`config.mk`:
```
export PLATFORM = sky130hd
export DESIGN_NAME = regfile_mp
export DESIGN_NICKNAME = d
export VERILOG_FILES = /design/src/rtl/regfile_mp_pkg.sv /design/src/rtl/regfile_mp_rdport.sv /design/src/rtl/regfile_mp.sv
export SDC_FILE = /design/constraint.sdc
export NUM_CORES = 2
export LEC_CHECK = 0
export CAP_MARGIN = 0
export CORE_MARGIN = 2
export CORE_UTILIZATION = 29
export CTS_CLUSTER_DIAMETER = 40
export CTS_CLUSTER_SIZE = 28
export DETAILED_ROUTE_END_ITERATION = 7
export GPL_TIMING_DRIVEN = 1
export SETUP_SLACK_MARGIN = 0.05
export SLEW_MARGIN = 20
export SYNTH_ARGS = -nofsm -noshare
export SYNTH_HDL_FRONTEND = slang
export SYNTH_HIERARCHICAL = 1
export SYNTH_SLANG_ARGS = --single-unit
```
`constraint.sdc`:
```
create_clock -name clk -period 82 [get_ports clk]
set_input_delay 16.4 -clock clk [delete_from_list [all_inputs] [get_ports clk]]
set_output_delay 16.4 -clock clk [all_outputs]
set_load 0.005 [all_outputs]
```
`src/rtl/regfile_mp_pkg.sv`:
```
// ============================================================================
// regfile_mp_pkg : shared defaults and clear-FSM encodings for regfile_mp
// Rev 1.0
// ============================================================================
`default_nettype none

package regfile_mp_pkg;

  localparam int DEF_DATA_W  = 32;
  localparam int DEF_DEPTH   = 32;
  localparam int DEF_ADDR_W  = 6;
  localparam int DEF_NUM_RD  = 2;
  localparam int DEF_ZERO_R0 = 0;
  localparam int DEF_BYPASS  = 1;

  typedef enum logic [0:0] {
    ST_IDLE  = 1'b0,
    ST_CLEAR = 1'b1
  } clr_state_e;

endpackage

`default_nettype wire

```
`src/rtl/regfile_mp_rdport.sv`:
```
// ============================================================================
// regfile_mp_rdport : one registered read port with range check and bypass
// Rev 1.0
// ============================================================================
`default_nettype none

module regfile_mp_rdport
  import regfile_mp_pkg::*;
#(
  parameter int DATA_W  = DEF_DATA_W,
  parameter int DEPTH   = DEF_DEPTH,
  parameter int ADDR_W  = DEF_ADDR_W,
  parameter int ZERO_R0 = DEF_ZERO_R0,
  parameter int BYPASS  = DEF_BYPASS
) (
  input  logic              clk,
  input  logic              rst,
  input  logic [ADDR_W-1:0] ra,
  input  logic [DATA_W-1:0] mem [DEPTH],
  input  logic [DEPTH-1:0]  valid,
  input  logic              we0,
  input  logic [ADDR_W-1:0] wa0,
  input  logic [DATA_W-1:0] wd0,
  input  logic              we1,
  input  logic [ADDR_W-1:0] wa1,
  input  logic [DATA_W-1:0] wd1,
  output logic [DATA_W-1:0] rdata,
  output logic              rvalid
);

  logic [DATA_W-1:0] rdata_d, rdata_q;
  logic              rvalid_d, rvalid_q;

  // Addresses beyond DEPTH match no entry and fall through to zero/invalid.
  always_comb begin
    rdata_d  = '0;
    rvalid_d = 1'b0;
    for (int i = 0; i < DEPTH; i++) begin
      if (ra == ADDR_W'(i)) begin
        rdata_d  = mem[i];
        rvalid_d = valid[i];
      end
    end
    if (ZERO_R0 != 0 && ra == '0) begin
      rdata_d  = '0;
      rvalid_d = 1'b1;
    end
    // Write enables arrive pre-qualified, so port 1 applied last gives its priority.
    if (BYPASS != 0) begin
      if (we0 && wa0 == ra) begin
        rdata_d  = wd0;
        rvalid_d = 1'b1;
      end
      if (we1 && wa1 == ra) begin
        rdata_d  = wd1;
        rvalid_d = 1'b1;
      end
    end
  end

  always_ff @(posedge clk or posedge rst) begin
    if (rst) begin
      rdata_q  <= '0;
      rvalid_q <= 1'b0;
    end else begin
      rdata_q  <= rdata_d;
      rvalid_q <= rvalid_d;
    end
  end

  assign rdata  = rdata_q;
  assign rvalid = rvalid_q;

endmodule

`default_nettype wire

```
`src/rtl/regfile_mp.sv`:
```
// ============================================================================
// regfile_mp : 2-write / NUM_RD-read register file with valid bits and clear sweep
// Rev 1.0
// ============================================================================
`default_nettype none

module regfile_mp
  import regfile_mp_pkg::*;
#(
  parameter int DATA_W  = DEF_DATA_W,
  parameter int DEPTH   = DEF_DEPTH,
  parameter int ADDR_W  = DEF_ADDR_W,
  parameter int NUM_RD  = DEF_NUM_RD,
  parameter int ZERO_R0 = DEF_ZERO_R0,
  parameter int BYPASS  = DEF_BYPASS
) (
  input  logic                     clk,
  input  logic                     rst,
  input  logic                     write0,
  input  logic [ADDR_W-1:0]        wa0,
  input  logic [DATA_W-1:0]        wd0,
  input  logic                     write1,
  input  logic [ADDR_W-1:0]        wa1,
  input  logic [DATA_W-1:0]        wd1,
  input  logic [NUM_RD*ADDR_W-1:0] ra,
  output logic [NUM_RD*DATA_W-1:0] rdata,
  output logic [NUM_RD-1:0]        rvalid,
  input  logic                     clr,
  output logic                     busy
);

  localparam logic [ADDR_W:0] c_depth = (ADDR_W+1)'(DEPTH);

  clr_state_e        state_q, state_d;
  logic [ADDR_W-1:0] cnt_q, cnt_d;
  logic [DATA_W-1:0] mem_q [DEPTH];
  logic [DATA_W-1:0] mem_d [DEPTH];
  logic [DEPTH-1:0]  valid_q, valid_d;
  logic              we0_ok, we1_ok;

  // A write is real only in IDLE, in range, and not aimed at a hardwired zero.
  assign we0_ok = write0 && (state_q == ST_IDLE) && ({1'b0, wa0} < c_depth)
                  && !(ZERO_R0 != 0 && wa0 == '0);
  assign we1_ok = write1 && (state_q == ST_IDLE) && ({1'b0, wa1} < c_depth)
                  && !(ZERO_R0 != 0 && wa1 == '0);

  assign busy = (state_q == ST_CLEAR);

  always_comb begin
    state_d = state_q;
    cnt_d   = cnt_q;
    case (state_q)
      ST_IDLE: begin
        if (clr) begin
          state_d = ST_CLEAR;
          cnt_d   = '0;
        end
      end
      ST_CLEAR: begin
        if (cnt_q == ADDR_W'(DEPTH - 1)) begin
          state_d = ST_IDLE;
          cnt_d   = '0;
        end else begin
          cnt_d = cnt_q + 1'b1;
        end
      end
      default: begin
        state_d = ST_IDLE;
        cnt_d   = '0;
      end
    endcase
  end

  always_comb begin
    mem_d   = mem_q;
    valid_d = valid_q;
    for (int i = 0; i < DEPTH; i++) begin
      if (we0_ok && wa0 == ADDR_W'(i)) begin
        mem_d[i]   = wd0;
        valid_d[i] = 1'b1;
      end
      if (we1_ok && wa1 == ADDR_W'(i)) begin
        mem_d[i]   = wd1;
        valid_d[i] = 1'b1;
      end
      if (state_q == ST_CLEAR && cnt_q == ADDR_W'(i)) begin
        mem_d[i]   = '0;
        valid_d[i] = 1'b0;
      end
    end
  end

  always_ff @(posedge clk or posedge rst) begin
    if (rst) begin
      state_q <= ST_IDLE;
      cnt_q   <= '0;
      valid_q <= '0;
      for (int i = 0; i < DEPTH; i++) begin
        mem_q[i] <= '0;
      end
    end else begin
      state_q <= state_d;
      cnt_q   <= cnt_d;
      valid_q <= valid_d;
      mem_q   <= mem_d;
    end
  end

  for (genvar k = 0; k < NUM_RD; k++) begin : g_rd
    regfile_mp_rdport #(
      .DATA_W (DATA_W),
      .DEPTH  (DEPTH),
      .ADDR_W (ADDR_W),
      .ZERO_R0(ZERO_R0),
      .BYPASS (BYPASS)
    ) u_rdport (
      .clk   (clk),
      .rst   (rst),
      .ra    (ra[k*ADDR_W +: ADDR_W]),
      .mem   (mem_q),
      .valid (valid_q),
      .we0   (we0_ok),
      .wa0   (wa0),
      .wd0   (wd0),
      .we1   (we1_ok),
      .wa1   (wa1),
      .wd1   (wd1),
      .rdata (rdata[k*DATA_W +: DATA_W]),
      .rvalid(rvalid[k])
    );
  end

endmodule

`default_nettype wire
```
==> results.md <==
- Synth area leader: dfrtp_1
- Remaining global-route overflow: 0
- Sequential share of power: 0.340
- Area Growth Syn to Fin: 16.2%
- Worst EP required: a little over 80 ns
- Endpoint type of the worst setup path: register
- NumNets Final: approximately 7,300
- Slowest stage delay, CP: 0.95 ns
- Syn avg cell area: about 10 um^2
- Worst reg2reg path endpoint: g_rd[1].u_rdport/rdata[19]$_DFF_PP0_
- Total number of vias: between 70,000 and 80,000
- Cell Rows: 186
- Post-synthesis cell area: ~75,000 um^2
- Setup Viol. Count Final: 0
- Clk_skew: 0.0291 ns
- Vias in the first global route: roughly 72,000
- # Post-CTS Setup Buffers: 0
- Top cells by area, synth: dfrtp_1, mux2i_1, o2bb2ai_1
- CTS sink count: approximately 1,100
- Post-DRT Antenna Nets: 0
- Hold buffer count at cts: 0
- Syn. warnings: 6
- Post-synth EDFFs: 0
- Crit share post-route: 0.257
- Clk Latency, worst-skew pair: a little under 0.9 ns
- Gate Count Post-Synth: between 7,000 and 8,000
- Switching power: 0.000629 W
- Final hold vios: 0
- Clock power frac: 0.495
- Clock buffer depth: 3
- Worst-Margin Slew: ~1.4 ns
- Critical path peak fanout: slightly below 90
- Antenna violations before repair: 37
- Worst hold slack: between 0.4 and 0.5 ns
- Fin util: 0.339
- Rel. slew slack: 0.0670
- HP Class: register to register
- Internal power: about 0.0013 W
- Switching portion of total power: 0.325
- Worst path most repeated cell: o21ai_0
- CP Depth: 10
- Layout cell share with drive strength beyond 1: 0.154
- P_leak: just under 40 nW
- RePlAce Congestion: between 1 and 1.5
- Core Footprint: about 260,000 um^2
- Peak supply drop: between 0.02 and 0.025 mV
- P per Cell Area: between 20 and 25 nW/um^2
- Die X: around 510 um
- I/O pin cnt: 160
- Clock slew at reported path FFs: about 0.06 ns
- Reg2Reg Depth: 9
- CP bufs+invs: 3
- CP max-delay cell: nand2_1
- Failing checks: DRC
- Worst EP arrival: ~22 ns
- Synth Flop Type: dfrtp_1
- Max-slew violation count: 0
- Post-synth ARST share: 1.00
- CTS resizes: 0
- Syn_nets: 7,601
- Largest net degree at the start of global routing: about 110
- # DRC: 16
- Max-Cap Viols: 0
- Final wirelength: approximately 450 mm
- Root buf cell: clkbuf_16
- Library cells used by synthesis: 100
- Total clock buffers created by CTS: ~210
- Top-area cell type share of the netlist area: 0.377
- Vias per cell: 7.13
- Initial DRC Count: between 10,000 and 15,000
- Top delay family on crit path: compound AO/OA/AOI/OAI gates
- First-pass GRT wire length: 617 mm
- Worst flop-to-flop path startpoint: busy$_DFF_PP0_
- Chip Height: around 500 um
- Drt pass-1 iters: 8
- Critical Path Source Type: input pin
- Yosys reg bits: about 1,100
- Count leader, synth: mux2i_1
- Setup TNS: 0 ns
- Reg-to-reg slack, setup: between 70 and 80 ns
- PortBufs: roughly 160
- Result of the run: complete, but fails checks
- RSZ-0062 raised after global routing: false
- Hold path start: mem_q[546]$_DFFE_PP0P_
- Die area: 262,000 um^2
- Final min period: 21.04 ns
- Top post-synthesis cells by count: mux2i_1, dfrtp_1, o2bb2ai_1, a21oi_1, nand2_1
- Global Route Usage Sum: 0.329
- Worst Hold End: mem_q[546]$_DFFE_PP0P_
- H-tree levels: 4
- DP Wirelength: 279 mm
- Cell chain of the critical path: buf_8, buf_12, nand2_1, buf_4, nor2_4, a221o_1, o21ai_0, a31oi_1, o21ai_0, a21oi_1
- Hold path depth: 1
- Highest clock rate: about 0.048 GHz
- Register area share after synthesis: 0.377
- Fill count: 25,800
- Logic pwr share: 0.165
- CP Class: input pin to register
- Starting Density: 0.292
- Average wire per standard cell: a little over 40 um
- CTS tree: yes
## sequential cells by signal, indices dropped and copies added (netlist names)
register and flops:
cnt_q 6, mem_q 1024, busy 1, valid_q 32
g_rd.u_rdport/rvalid 2, g_rd.u_rdport/rdata 64
## power groups by stage
| stage | Clock [W] | Sequential [W] | Combinational [W] |
|---|---|---|---|
| finish | 0.000959 | 0.000659 | 0.000321 |
| global route | 0.000986 | 0.000662 | 0.000324 |
| CTS | 0.000959 | 0.000655 | 0.000303 |
| detailed placement | 0 | 0.000663 | 0.000303 |
| global placement | 0 | 0.000662 | 0.000299 |
| floorplan | 0 | 0.000641 | 0.000178 |
## final cells by class
| type | count | area, um^2 | share of cell area |
|---|---|---|---|
| Antenna cell | 15 | 37.5 | 0.000432 |
| Clock buffer | 251 | 5730 | 0.0658 |
| Clock inverter | 150 | 2000 | 0.0230 |
| Inverter | 19 | 86.3 | 0.000993 |
| Multi-Input combinational cell | 5424 | 42900 | 0.493 |
| Sequential cell | 1129 | 28300 | 0.325 |
| Tap cell | 3384 | 4230 | 0.0487 |
| Timing Repair Buffer | 459 | 3720 | 0.0427 |
## cell families (layout without fill, tap and decap cells)
family                   count (synthesis)  after routing  share of synthesized area
AO/OA/AOI/OAI                         2858           2858                      0.282
multiplexers                          1339           1339                      0.195
AND/OR/NAND/NOR                       1197           1197                     0.0811
flip-flops                            1129           1129                      0.377
buffers and inverters                  951            879                     0.0600
XOR/XNOR                                26             26                    0.00304
adder cells (fa/ha/maj)                  4              4                   0.000669
other                                    0             15                          0
## layer usage
| metal | vias up | GRT usage | share of wire |
|---|---|---|---|
| met5 | - | 0 | 0.00053 |
| met2 | 7708 | 0.449 | 0.39 |
| met4 | 34 | 0.209 | 0.080 |
| li1 | 28700 | - | - |
| met1 | 38600 | 0.416 | 0.37 |
| met3 | 2124 | 0.150 | 0.16 |
## how the worst max path moves through the flow
stage               startpoint  slack, ns                              endpoint
floorplan                  rst      35.68                        busy$_DFF_PP0_
global placement         ra[7]      60.34  g_rd[1].u_rdport/rdata[18]$_DFF_PP0_
detailed placement      ra[10]      60.44  g_rd[1].u_rdport/rdata[18]$_DFF_PP0_
CTS                     ra[10]      61.34  g_rd[1].u_rdport/rdata[18]$_DFF_PP0_
global route             ra[6]      61.23   g_rd[1].u_rdport/rdata[0]$_DFF_PP0_
finish                   ra[7]      60.96   g_rd[1].u_rdport/rdata[7]$_DFF_PP0_
## worst reg2reg max path, cell delays in order, from the launching register on
cell and delay, ns:
dfrtp_1 0.37, buf_4 0.24, nor3b_1 0.49, nand4_1 0.21, or4_1 0.64, buf_4 0.37
nand2_1 0.90, a21oi_1 0.28, a221o_1 0.41, a21o_1 0.17
## metrics by stage
stage	total power, W	instances	worst slack [ns]	instance area [um^2]
after floorplan	0.000819	7504	35.68	74800
after global placement	0.000960	10400	60.34	79100
after detailed placement	0.000966	10400	60.44	79100
after CTS	0.00192	10800	61.34	86900
after global routing	0.00197	10800	61.23	86900
final	0.00194	10800	60.96	87000
## cell usage in the layout, fill, tap and decap left out, drive strengths merged, types with 20 or more instances in the layout
cell type	n
a21boi	27
and2	54
a21oi	444
a221oi	92
mux4	88
o221ai	46
clkinv	58
a211o	20
dfrtp	1129
o21ai	407
o22ai	167
o211ai	54
o22a	36
clkinvlp	26
nor2	330
buf	348
a21o	32
mux2i	1159
o2bb2ai	965
nor2b	36
nand2	429
clkbuf	253
a22oi	90
mux2	92
nor3	47
and3	21
a221o	70
a211oi	73
inv	53
nand3	101
o31ai	29
nand4	24
clkdlybuf4s50	109
a31oi	99
a2bb2oi	22
bufinv	32
nand2b	21
(Power assumes the default switching activity.)
